<file path="src/rtl/gnr_attractor_ctrl_pkg.sv">
// Shared widths and FSM state type for the attractor sweep controller.
// Optional macro GNR_PERIOD_EN adds the PSTEP/PCMP period-measurement states.
package gnr_ctrl_pkg;

  localparam int unsigned N_NODES_DEF = 8;
  localparam int unsigned CNT_W_DEF   = 16;

  typedef enum logic [2:0] {
    IDLE,
    LOAD,
    STEP,
    CMP,
`ifdef GNR_PERIOD_EN
    PSTEP,
    PCMP,
`endif
    OUT,
    NEXT
  } gnr_state_t;

endpackage

</file>
<file path="src/rtl/gnr_attractor_ctrl_if.sv">
// Control/result bundle between the sweep controller (slave side) and the
// node network plus result consumer (master side).
interface gnr_attractor_ctrl_if
  import gnr_ctrl_pkg::*;
#(
  parameter int unsigned N_NODES = N_NODES_DEF,
  parameter int unsigned CNT_W   = CNT_W_DEF
);

  logic               start;
  logic [N_NODES-1:0] init_first;
  logic [N_NODES-1:0] init_last;
  logic [CNT_W-1:0]   max_steps;

  logic               reset_nos;
  logic               start_s0;
  logic               start_s1;
  logic [N_NODES-1:0] init_state;

  logic [N_NODES-1:0] s0_vec;
  logic [N_NODES-1:0] s1_vec;

  logic               res_valid;
  logic [N_NODES-1:0] res_init;
  logic [CNT_W-1:0]   res_transient;
  logic [CNT_W-1:0]   res_period;
  logic               res_timeout;
  logic               res_ready;
  logic               busy;
  logic               done;

  modport master (
    output start, init_first, init_last, max_steps,
    output s0_vec, s1_vec, res_ready,
    input  reset_nos, start_s0, start_s1, init_state,
    input  res_valid, res_init, res_transient, res_period, res_timeout,
    input  busy, done
  );

  modport slave (
    input  start, init_first, init_last, max_steps,
    input  s0_vec, s1_vec, res_ready,
    output reset_nos, start_s0, start_s1, init_state,
    output res_valid, res_init, res_transient, res_period, res_timeout,
    output busy, done
  );

endinterface

</file>
<file path="src/rtl/gnr_attractor_ctrl_step_counter.sv">
// Saturating step counter with a ">= limit" flag; a limit of 0 acts as 1.
module gnr_step_counter #(
  parameter int unsigned CNT_W = 16
) (
  input  logic             clk,
  input  logic             rst,
  input  logic             clr,
  input  logic             inc,
  input  logic [CNT_W-1:0] limit,
  output logic [CNT_W-1:0] count,
  output logic             at_limit
);

  logic [CNT_W-1:0] limit_eff;

  always_comb begin
    limit_eff = (limit == '0) ? CNT_W'(1) : limit;
  end

  always_ff @(posedge clk) begin
    if (rst) begin
      count <= '0;
    end else if (clr) begin
      count <= '0;
    end else if (inc && (count != '1)) begin
      count <= count + CNT_W'(1);
    end
  end

  assign at_limit = (count >= limit_eff);

endmodule

</file>
<file path="src/rtl/gnr_attractor_ctrl.sv">
// Sweeps initial states, steps two node copies (s1 runs at double rate) until
// they meet, then optionally measures the cycle length (GNR_PERIOD_EN).
module gnr_attractor_ctrl
  import gnr_ctrl_pkg::*;
#(
  parameter int unsigned N_NODES = N_NODES_DEF,
  parameter int unsigned CNT_W   = CNT_W_DEF
) (
  input logic                 clk,
  input logic                 rst,
  gnr_attractor_ctrl_if.slave bus
);

  gnr_state_t         state_q, state_d;
  logic [N_NODES-1:0] cur_q, last_q;
  logic [CNT_W-1:0]   max_q;
  logic [CNT_W-1:0]   trans_q;
  logic               to_q;

  logic               steps_clr, steps_inc, steps_lim;
  logic [CNT_W-1:0]   steps_cnt;
  logic               cap_trans, set_to;
  logic               vec_eq;

  assign vec_eq = (bus.s0_vec == bus.s1_vec);

  gnr_step_counter #(.CNT_W(CNT_W)) u_steps (
    .clk      (clk),
    .rst      (rst),
    .clr      (steps_clr),
    .inc      (steps_inc),
    .limit    (max_q),
    .count    (steps_cnt),
    .at_limit (steps_lim)
  );

`ifdef GNR_PERIOD_EN
  logic               per_clr, per_inc, per_lim, cap_per;
  logic [CNT_W-1:0]   per_cnt;
  logic [CNT_W-1:0]   per_q;

  gnr_step_counter #(.CNT_W(CNT_W)) u_period (
    .clk      (clk),
    .rst      (rst),
    .clr      (per_clr),
    .inc      (per_inc),
    .limit    (max_q),
    .count    (per_cnt),
    .at_limit (per_lim)
  );
`endif

  always_ff @(posedge clk) begin
    if (rst) state_q <= IDLE;
    else     state_q <= state_d;
  end

  always_comb begin
    state_d   = state_q;
    steps_clr = 1'b0;
    steps_inc = 1'b0;
    cap_trans = 1'b0;
    set_to    = 1'b0;
`ifdef GNR_PERIOD_EN
    per_clr   = 1'b0;
    per_inc   = 1'b0;
    cap_per   = 1'b0;
`endif
    unique case (state_q)
      IDLE: if (bus.start) state_d = LOAD;
      LOAD: begin
        steps_clr = 1'b1;
`ifdef GNR_PERIOD_EN
        per_clr   = 1'b1;
`endif
        state_d   = STEP;
      end
      STEP: begin
        steps_inc = 1'b1;
        state_d   = CMP;
      end
      // Equality takes priority over the limit so a meeting on the last step counts.
      CMP: begin
        if (vec_eq) begin
          cap_trans = 1'b1;
`ifdef GNR_PERIOD_EN
          state_d   = PSTEP;
`else
          state_d   = OUT;
`endif
        end else if (steps_lim) begin
          set_to  = 1'b1;
          state_d = OUT;
        end else begin
          state_d = STEP;
        end
      end
`ifdef GNR_PERIOD_EN
      PSTEP: begin
        per_inc = 1'b1;
        state_d = PCMP;
      end
      PCMP: begin
        if (vec_eq) begin
          cap_per = 1'b1;
          state_d = OUT;
        end else if (per_lim) begin
          set_to  = 1'b1;
          state_d = OUT;
        end else begin
          state_d = PSTEP;
        end
      end
`endif
      OUT:  if (bus.res_ready) state_d = NEXT;
      NEXT: state_d = (cur_q == last_q) ? IDLE : LOAD;
      default: state_d = IDLE;
    endcase
  end

  always_ff @(posedge clk) begin
    if (rst) begin
      cur_q   <= '0;
      last_q  <= '0;
      max_q   <= '0;
      trans_q <= '0;
      to_q    <= 1'b0;
    end else begin
      if ((state_q == IDLE) && bus.start) begin
        cur_q  <= bus.init_first;
        last_q <= bus.init_last;
        max_q  <= bus.max_steps;
      end
      if ((state_q == NEXT) && (cur_q != last_q)) cur_q <= cur_q + N_NODES'(1);
      if (state_q == LOAD) begin
        trans_q <= '0;
        to_q    <= 1'b0;
      end
      if (cap_trans) trans_q <= steps_cnt;
      if (set_to)    to_q    <= 1'b1;
    end
  end

`ifdef GNR_PERIOD_EN
  always_ff @(posedge clk) begin
    if (rst)                  per_q <= '0;
    else if (state_q == LOAD) per_q <= '0;
    else if (cap_per)         per_q <= per_cnt;
  end
  assign bus.res_period = per_q;
  assign bus.start_s1   = (state_q == STEP) || (state_q == PSTEP);
`else
  assign bus.res_period = '0;
  assign bus.start_s1   = (state_q == STEP);
`endif

  assign bus.busy          = (state_q != IDLE);
  assign bus.reset_nos     = (state_q == LOAD);
  assign bus.init_state    = (state_q == LOAD) ? cur_q : '0;
  assign bus.start_s0      = (state_q == STEP);
  assign bus.res_valid     = (state_q == OUT);
  assign bus.res_init      = cur_q;
  assign bus.res_transient = trans_q;
  assign bus.res_timeout   = to_q;
  assign bus.done          = (state_q == NEXT) && (cur_q == last_q);

endmodule
</file>
<file path="src/flat_wrapper.sv">
// flat-port wrapper written by rule: the top's interface ports become plain ports
module gnr_attractor_ctrl_flat import gnr_ctrl_pkg::*;
#(
  parameter int unsigned N_NODES = N_NODES_DEF,
  parameter int unsigned CNT_W   = CNT_W_DEF
)
  (clk, rst, bus_start, bus_init_first, bus_init_last, bus_max_steps, bus_s0_vec, bus_s1_vec, bus_res_ready, bus_reset_nos, bus_start_s0, bus_start_s1, bus_init_state, bus_res_valid, bus_res_init, bus_res_transient, bus_res_period, bus_res_timeout, bus_busy, bus_done);
  gnr_attractor_ctrl_if #(.N_NODES(N_NODES), .CNT_W(CNT_W)) bus_i ();
  input logic clk;
  input logic rst;
  input wire logic [$bits(bus_i.start)-1:0] bus_start;
  input wire logic [$bits(bus_i.init_first)-1:0] bus_init_first;
  input wire logic [$bits(bus_i.init_last)-1:0] bus_init_last;
  input wire logic [$bits(bus_i.max_steps)-1:0] bus_max_steps;
  input wire logic [$bits(bus_i.s0_vec)-1:0] bus_s0_vec;
  input wire logic [$bits(bus_i.s1_vec)-1:0] bus_s1_vec;
  input wire logic [$bits(bus_i.res_ready)-1:0] bus_res_ready;
  output wire logic [$bits(bus_i.reset_nos)-1:0] bus_reset_nos;
  output wire logic [$bits(bus_i.start_s0)-1:0] bus_start_s0;
  output wire logic [$bits(bus_i.start_s1)-1:0] bus_start_s1;
  output wire logic [$bits(bus_i.init_state)-1:0] bus_init_state;
  output wire logic [$bits(bus_i.res_valid)-1:0] bus_res_valid;
  output wire logic [$bits(bus_i.res_init)-1:0] bus_res_init;
  output wire logic [$bits(bus_i.res_transient)-1:0] bus_res_transient;
  output wire logic [$bits(bus_i.res_period)-1:0] bus_res_period;
  output wire logic [$bits(bus_i.res_timeout)-1:0] bus_res_timeout;
  output wire logic [$bits(bus_i.busy)-1:0] bus_busy;
  output wire logic [$bits(bus_i.done)-1:0] bus_done;
  assign bus_i.start = bus_start;
  assign bus_i.init_first = bus_init_first;
  assign bus_i.init_last = bus_init_last;
  assign bus_i.max_steps = bus_max_steps;
  assign bus_i.s0_vec = bus_s0_vec;
  assign bus_i.s1_vec = bus_s1_vec;
  assign bus_i.res_ready = bus_res_ready;
  assign bus_reset_nos = bus_i.reset_nos;
  assign bus_start_s0 = bus_i.start_s0;
  assign bus_start_s1 = bus_i.start_s1;
  assign bus_init_state = bus_i.init_state;
  assign bus_res_valid = bus_i.res_valid;
  assign bus_res_init = bus_i.res_init;
  assign bus_res_transient = bus_i.res_transient;
  assign bus_res_period = bus_i.res_period;
  assign bus_res_timeout = bus_i.res_timeout;
  assign bus_busy = bus_i.busy;
  assign bus_done = bus_i.done;
  gnr_attractor_ctrl #(.N_NODES(N_NODES), .CNT_W(CNT_W)) u_core (.clk(clk), .rst(rst), .bus(bus_i));
endmodule
</file>
<file path="config.mk">
export PLATFORM = sky130hd
export DESIGN_NAME = gnr_attractor_ctrl_flat
export DESIGN_NICKNAME = d
export VERILOG_FILES = /design/src/rtl/gnr_attractor_ctrl_pkg.sv /design/src/rtl/gnr_attractor_ctrl_if.sv /design/src/rtl/gnr_attractor_ctrl_step_counter.sv /design/src/rtl/gnr_attractor_ctrl.sv /design/src/flat_wrapper.sv
export SDC_FILE = /design/constraint.sdc
export NUM_CORES = 1
export LEC_CHECK = 0
export CAP_MARGIN = 20
export CORE_MARGIN = 2
export CORE_UTILIZATION = 40
export CTS_BUF_LIST = sky130_fd_sc_hd__clkbuf_8
export CTS_CLUSTER_DIAMETER = 40
export DETAILED_ROUTE_END_ITERATION = 10
export GPL_TIMING_DRIVEN = 0
export PLACE_DENSITY = 0.69
export SYNTH_ARGS = -nofsm -noshare
export SYNTH_HDL_FRONTEND = slang
export SYNTH_SLANG_ARGS = --single-unit
</file>
<file path="constraint.sdc">
create_clock -name clk -period 4.7 [get_ports clk]
set_clock_uncertainty 0.2 [all_clocks]
set_input_delay 0.94 -clock clk [delete_from_list [all_inputs] [get_ports clk]]
set_output_delay 0.94 -clock clk [all_outputs]
set_load 0.01 [all_outputs]
</file>
# Yosys cells after proc, flatten, opt, wreduce, memory -nomap -nowiden
# Cells that the tools add are included.
# classes
addsub	2
mul	0
div_mod_pow	0
order_cmp	1
eq_ne	11
n_shift	0
mux	21
n_bitwise	0
reduce_logical	12
# ops
op	n
16-bit 2-to-1 mux	3
8-bit 2-to-1 mux	3
3-bit one-hot mux with 6 select lines	1
16-bit by 1-bit adder with 16-bit output (second input constant)	1
8-bit equality test	2
16-bit greater-or-equal comparator	1
16-bit logical NOT	1
16-bit inequality test (second input constant)	1
3-bit 2-to-1 mux	4
1-bit 2-to-1 mux	10
8-bit by 1-bit adder with 8-bit output (second input constant)	1
8-bit inequality test	1
3-bit by 2-bit equality test with 1-bit output (second input constant)	2
3-bit equality test (second input constant)	2
2-bit nonzero test	3
1-bit logical AND	4
2-bit inequality test (second input constant)	2
3-bit by 1-bit equality test with 1-bit output (second input constant)	1
3-bit logical NOT	1
3-bit nonzero test	1
2-bit AND reduction	1
2-bit OR reduction	1
# word_totals
register_bits	68
latch_bits	0
ramBits	0
rom_bits	0
inputBits	52
out_inout_bits	55
n_memories	0

# Depth between registers and ports, before layout
# depth
word_depth	7
depth_mapped	8

# Cells and area by module
# From an unflattened synthesis, not the netlist that was laid out.
# hier_totals
hier_cells	479
area_unflattened_um2	3900.0
# modules_own_cells
module	n_inst	cells_each	area_each_um2	seq_area_each_um2
gnr_attractor_ctrl	1	318	2625.0	1041.0
gnr_step_counter	1	161	1275.0	320.3

# Least setup slack after synthesis
# No wires, ideal clock.
# synth_timing
path_type	reg2reg
start	reg u_core.max_q[8]
end	reg u_core.to_q (netlist: u_core.bus.res_timeout)
setup_time_ps	117
arrival_time_ps	2213
required_time_ps	4383
slack_ps	2170
path_stages_with_launch	9
path_buffers	0
synth_period_minus_slack_ps	2530
cell_sequence	dfxtp_1 -> nor4_1 -> a41o_1 -> ha_1 -> nand2b_1 -> a2111oi_0 -> nor4_1 -> or4_1 -> a32o_1
# synth_between
elab_chain_cells	7
elab_cells_between_ends	8
# synth_rtl
element	line	rtl
start, declared	gnr_attractor_ctrl.sv:16	logic [CNT_W-1:0] max_q;
start signal, assigned	gnr_attractor_ctrl.sv:132	max_q <= bus.max_steps;
16-bit logical NOT	gnr_attractor_ctrl_step_counter.sv:17	limit_eff = (limit == '0) ? CNT_W'(1) : limit;
16-bit 2-to-1 mux (*)	gnr_attractor_ctrl_step_counter.sv:17	
16-bit greater-or-equal comparator (*)	gnr_attractor_ctrl_step_counter.sv:30	assign at_limit = (count >= limit_eff);
1-bit 2-to-1 mux (*)	gnr_attractor_ctrl.sv:91	end else if (steps_lim) begin
1-bit 2-to-1 mux (*)	gnr_attractor_ctrl.sv:84	if (vec_eq) begin
1-bit 2-to-1 mux (*)	gnr_attractor_ctrl.sv:69	unique case (state_q)
1-bit 2-to-1 mux or 2-bit nonzero test (tied branches)	-	
end signal, assigned	gnr_attractor_ctrl.sv:127	to_q <= 1'b0;
end signal, assigned	gnr_attractor_ctrl.sv:137	to_q <= 1'b0;
end signal, assigned	gnr_attractor_ctrl.sv:140	if (set_to) to_q <= 1'b1;
end, declared	gnr_attractor_ctrl.sv:18	logic to_q;
# Every way passes the cells marked *; elsewhere a longest branch is shown, timed or not.
# A chain may end at the register's enable or synchronous reset.

# Final worst setup path
# layout_timing
start	reg u_core.state_q[0]
end	out bus_init_state[6]
# layout_between
elab_chain_cells	2
# layout_rtl
element	line	rtl
start, declared	gnr_attractor_ctrl.sv:14	gnr_state_t state_q, state_d;
start signal, assigned	gnr_attractor_ctrl.sv:55	else state_q <= state_d;
3-bit by 1-bit equality test with 1-bit output	gnr_attractor_ctrl.sv:159	assign bus.init_state = (state_q == LOAD) ? cur_q : '0;
8-bit 2-to-1 mux	gnr_attractor_ctrl.sv:159	
end, declared	flat_wrapper.sv:21	output wire logic [$bits(bus_i.init_state)-1:0] bus_init_state;
# Every way passes these cells.

==> impl_results.md <==
* Vias in the first global route at 3323
* Synth area leaders: dfxtp_1 36%, nand2_1 9.0%, a21oi_1 7.2%
* Post-synth top cells: 91 x nand2_1, 68 x dfxtp_1, 55 x a21oi_1, 23 x nor2_1, 19 x inv_1
* Core region area at roughly 0.009 mm2
* Post-synth top flop: dfxtp_1
* Status: complete, no violations
* Antenna fix cells at 0
* Die Width at slightly above 100 um
* IO Count at between 100 and 150
* Logic pwr share at ~30%
* Library cells used by synthesis at 50
* Register area share after synthesis at between 30% and 40%
* Mapped Cells at 473
* Seq pwr share at 39.3%
* RSZ-0062 raised after global routing: false
* VDD IR max at 0.000219 V
* PwrDens at ~340 mW/mm2
* Maxcap violations at 0
* Cts bufs inserted at 9
* Final #Nets at around 660
* Dpl hpwl at 7530 um
* # hold bufs at CTS at 0
* Flop-to-flop setup slack at 1.81 ns
* Achievable Freq at 285 MHz
* CTS tree: yes
* Setup Buffers After CTS at 0
* GPL Wtd Cong at between 0.8 and 0.9
* Switch share at 33.0%
* Slew headroom at 61.3%
* Post-CTS Resized at 0
* Pint at 1.18 mW
* Layout cells sized above 1 at 13.2%
* Hold_ws at roughly 0.27 ns
* H-Tree Depth at 3
* Avg Cell Area, Syn at 8.03 um2
* Initial antenna violation count at 0
* Number of flops mapped to enable cells by yosys at 0
* Routed length per instance at between 10 and 15 um
* Yosys top cell area share at 35.8%
* Slew @ Worst Pin at 0.577 ns
* WS Path Type: reg -> out
* Initial DRC count at 171
* Row count at 35
* Insertion delay to the later sink of the worst-skew pair at 0.34 ns
* Vias per cell at 4.90
* GRT Resource Usage Total at 18.7%
* CP Launch Type: flop
* Storage element area at 0.00136 mm2
* Switching power at just under 600 uW
* Synth warn at 0
* Clock Sinks at 68
* Worst endpoint required time at 3.56 ns
* Asr flop ratio synth at 0%
* Max Fanout on Critical Path at 10
* Hold WC Path Type: reg -> reg
* Die area at 0.0103 mm2
* Worst setup EP type: output port
* Worst EP arrival at about 2.4 ns
* Tcrit/Tclk final at approximately 75%
* Clock group share of total power at 30.7%
* CTS Buffer Depth at 2
* Detailed-route DRC error count at 0
* Clock Pin Slew Worst Setup and Hold Paths at around 0.070 ns
* Root Driver: clkbuf_8
* FILL cells at roughly 900
* DIE HEIGHT at 101 um
* Final ANT Viol Nets at 0
* Setup tns final at 0 ns
* Area leader, netlist: dfxtp_1
* Period minus WS final at 3.51 ns
* Flops & latches, synth at 68
* Final Hold Fails at 0
* GRT Residual Overflow at 0
* Synthesized area at 0.00380 mm2
* Count leader, synth: nand2_1
* WL final at approximately 9600 um
* Layout area overhead at 35.0%
* Pin count of the biggest net entering global routing at 14
* Via count at roughly 3500
* Final setup fails at 0
* Port buffer count at 89
* DRT Pass-1 Iters at 4
* First-pass GRT wire length at 15300 um
* Final Max Tran Viols at 0
* Leak pwr at 1.93 nW
* Multi-input gate area at 0.00216 mm2
* Initial core utilization at 41.1%
[worst max-delay path, stage by stage, from the launching register on]
cell	delay (ns)
dfxtp_1	0.49
nor3b_2	0.47
clkbuf_1	0.36
and2_1	0.18
clkdlybuf4s50_1	0.54
[registers in the layout (all words and copies together) (netlist names)]
register and cells:
u_core.bus.res_init 8, u_core.bus.res_timeout 1, u_core.bus.res_transient 16, u_core.last_q 8, u_core.max_q 16, u_core.state_q 3
u_core.u_steps.count 16
[power by group through the flow]
stage	registers, mW	logic [mW]	clock network [mW]
2_1_floorplan	0.696	0.338	0
3_3_place_gp	0.707	0.515	0
6_report	0.696	0.529	0.543
4_1_cts	0.695	0.533	0.556
3_5_place_dp	0.709	0.530	0
5_1_grt	0.705	0.592	0.577
[final cells by class]
type	instances	share of cell area [%]
multi-input combinational	355	42.0
timing repair buffer	89	17.4
inverter	19	1.39
tap	129	3.15
clock inverter	7	1.93
sequential	68	26.5
buffer	46	5.17
clock buffer	9	2.41
[through the flow]
step,setup slack (ns),power [mW],instances,utilization [%],instance area (um2)
floorplan,2.17,1.03,488,-,3850
global placement,1.57,1.22,706,53.1,4910
detailed placement,1.52,1.24,706,53.1,4910
CTS,1.15,1.78,722,55.5,5130
global route,0.977,1.87,722,55.5,5130
finish,1.19,1.77,722,55.5,5130
[metal layers]
metal	wire length [um]	global-route usage [%]
met1	4450	24.3
met2	4360	30.4
met3	618	3.73
met4	199	7.38
met5	0	0
[placed cells by master, fill, tap and decap left out, types with 6 or more instances in the layout]
cell / count
buf_2: 10
nand2_1: 91
xnor2_1: 18
ha_1: 18
a32oi_1: 6
nor4_1: 7
clkbuf_1: 16
a31oi_1: 6
buf_4: 17
or3b_2: 16
xor2_1: 8
nand4_1: 7
dfxtp_1: 68
clkbuf_8: 9
a21oi_1: 55
conb_1: 16
inv_1: 19
nand3_1: 11
nor2_1: 23
nor3_1: 10
clkdlybuf4s50_1: 89
and2_1: 10
nand3b_1: 8
[path summary, 6_finish.rpt]
| path | startpoint | to | depth (start not counted) |
|---|---|---|---|
| worst max-delay path | u_core.state_q[0] | bus_init_state[6] | 4 |
| worst min-delay path | u_core.last_q[5] | u_core.last_q[5] | 2 |
| worst max register to register | u_core.max_q[8] | u_core.bus.res_timeout | 8 |
| worst min register to register | u_core.last_q[5] | u_core.last_q[5] | 2 |
[cells by family (layout without fill, tap and decap cells)]
group / count (synthesis) / in the layout / synth area share, %
xor gates and xnor gates: 26 / 26 / 5.99
buffers and inverters: 65 / 170 / 8.86
AOI/OAI and AO/OA: 87 / 87 / 13.8
other: 1 / 16 / 0.0987
and+or+nand+nor: 206 / 206 / 29.0
DFF: 68 / 68 / 35.8
muxes: 2 / 2 / 0.560
adders and majority gates: 18 / 18 / 5.93
Power figures use the tool's default switching activity.
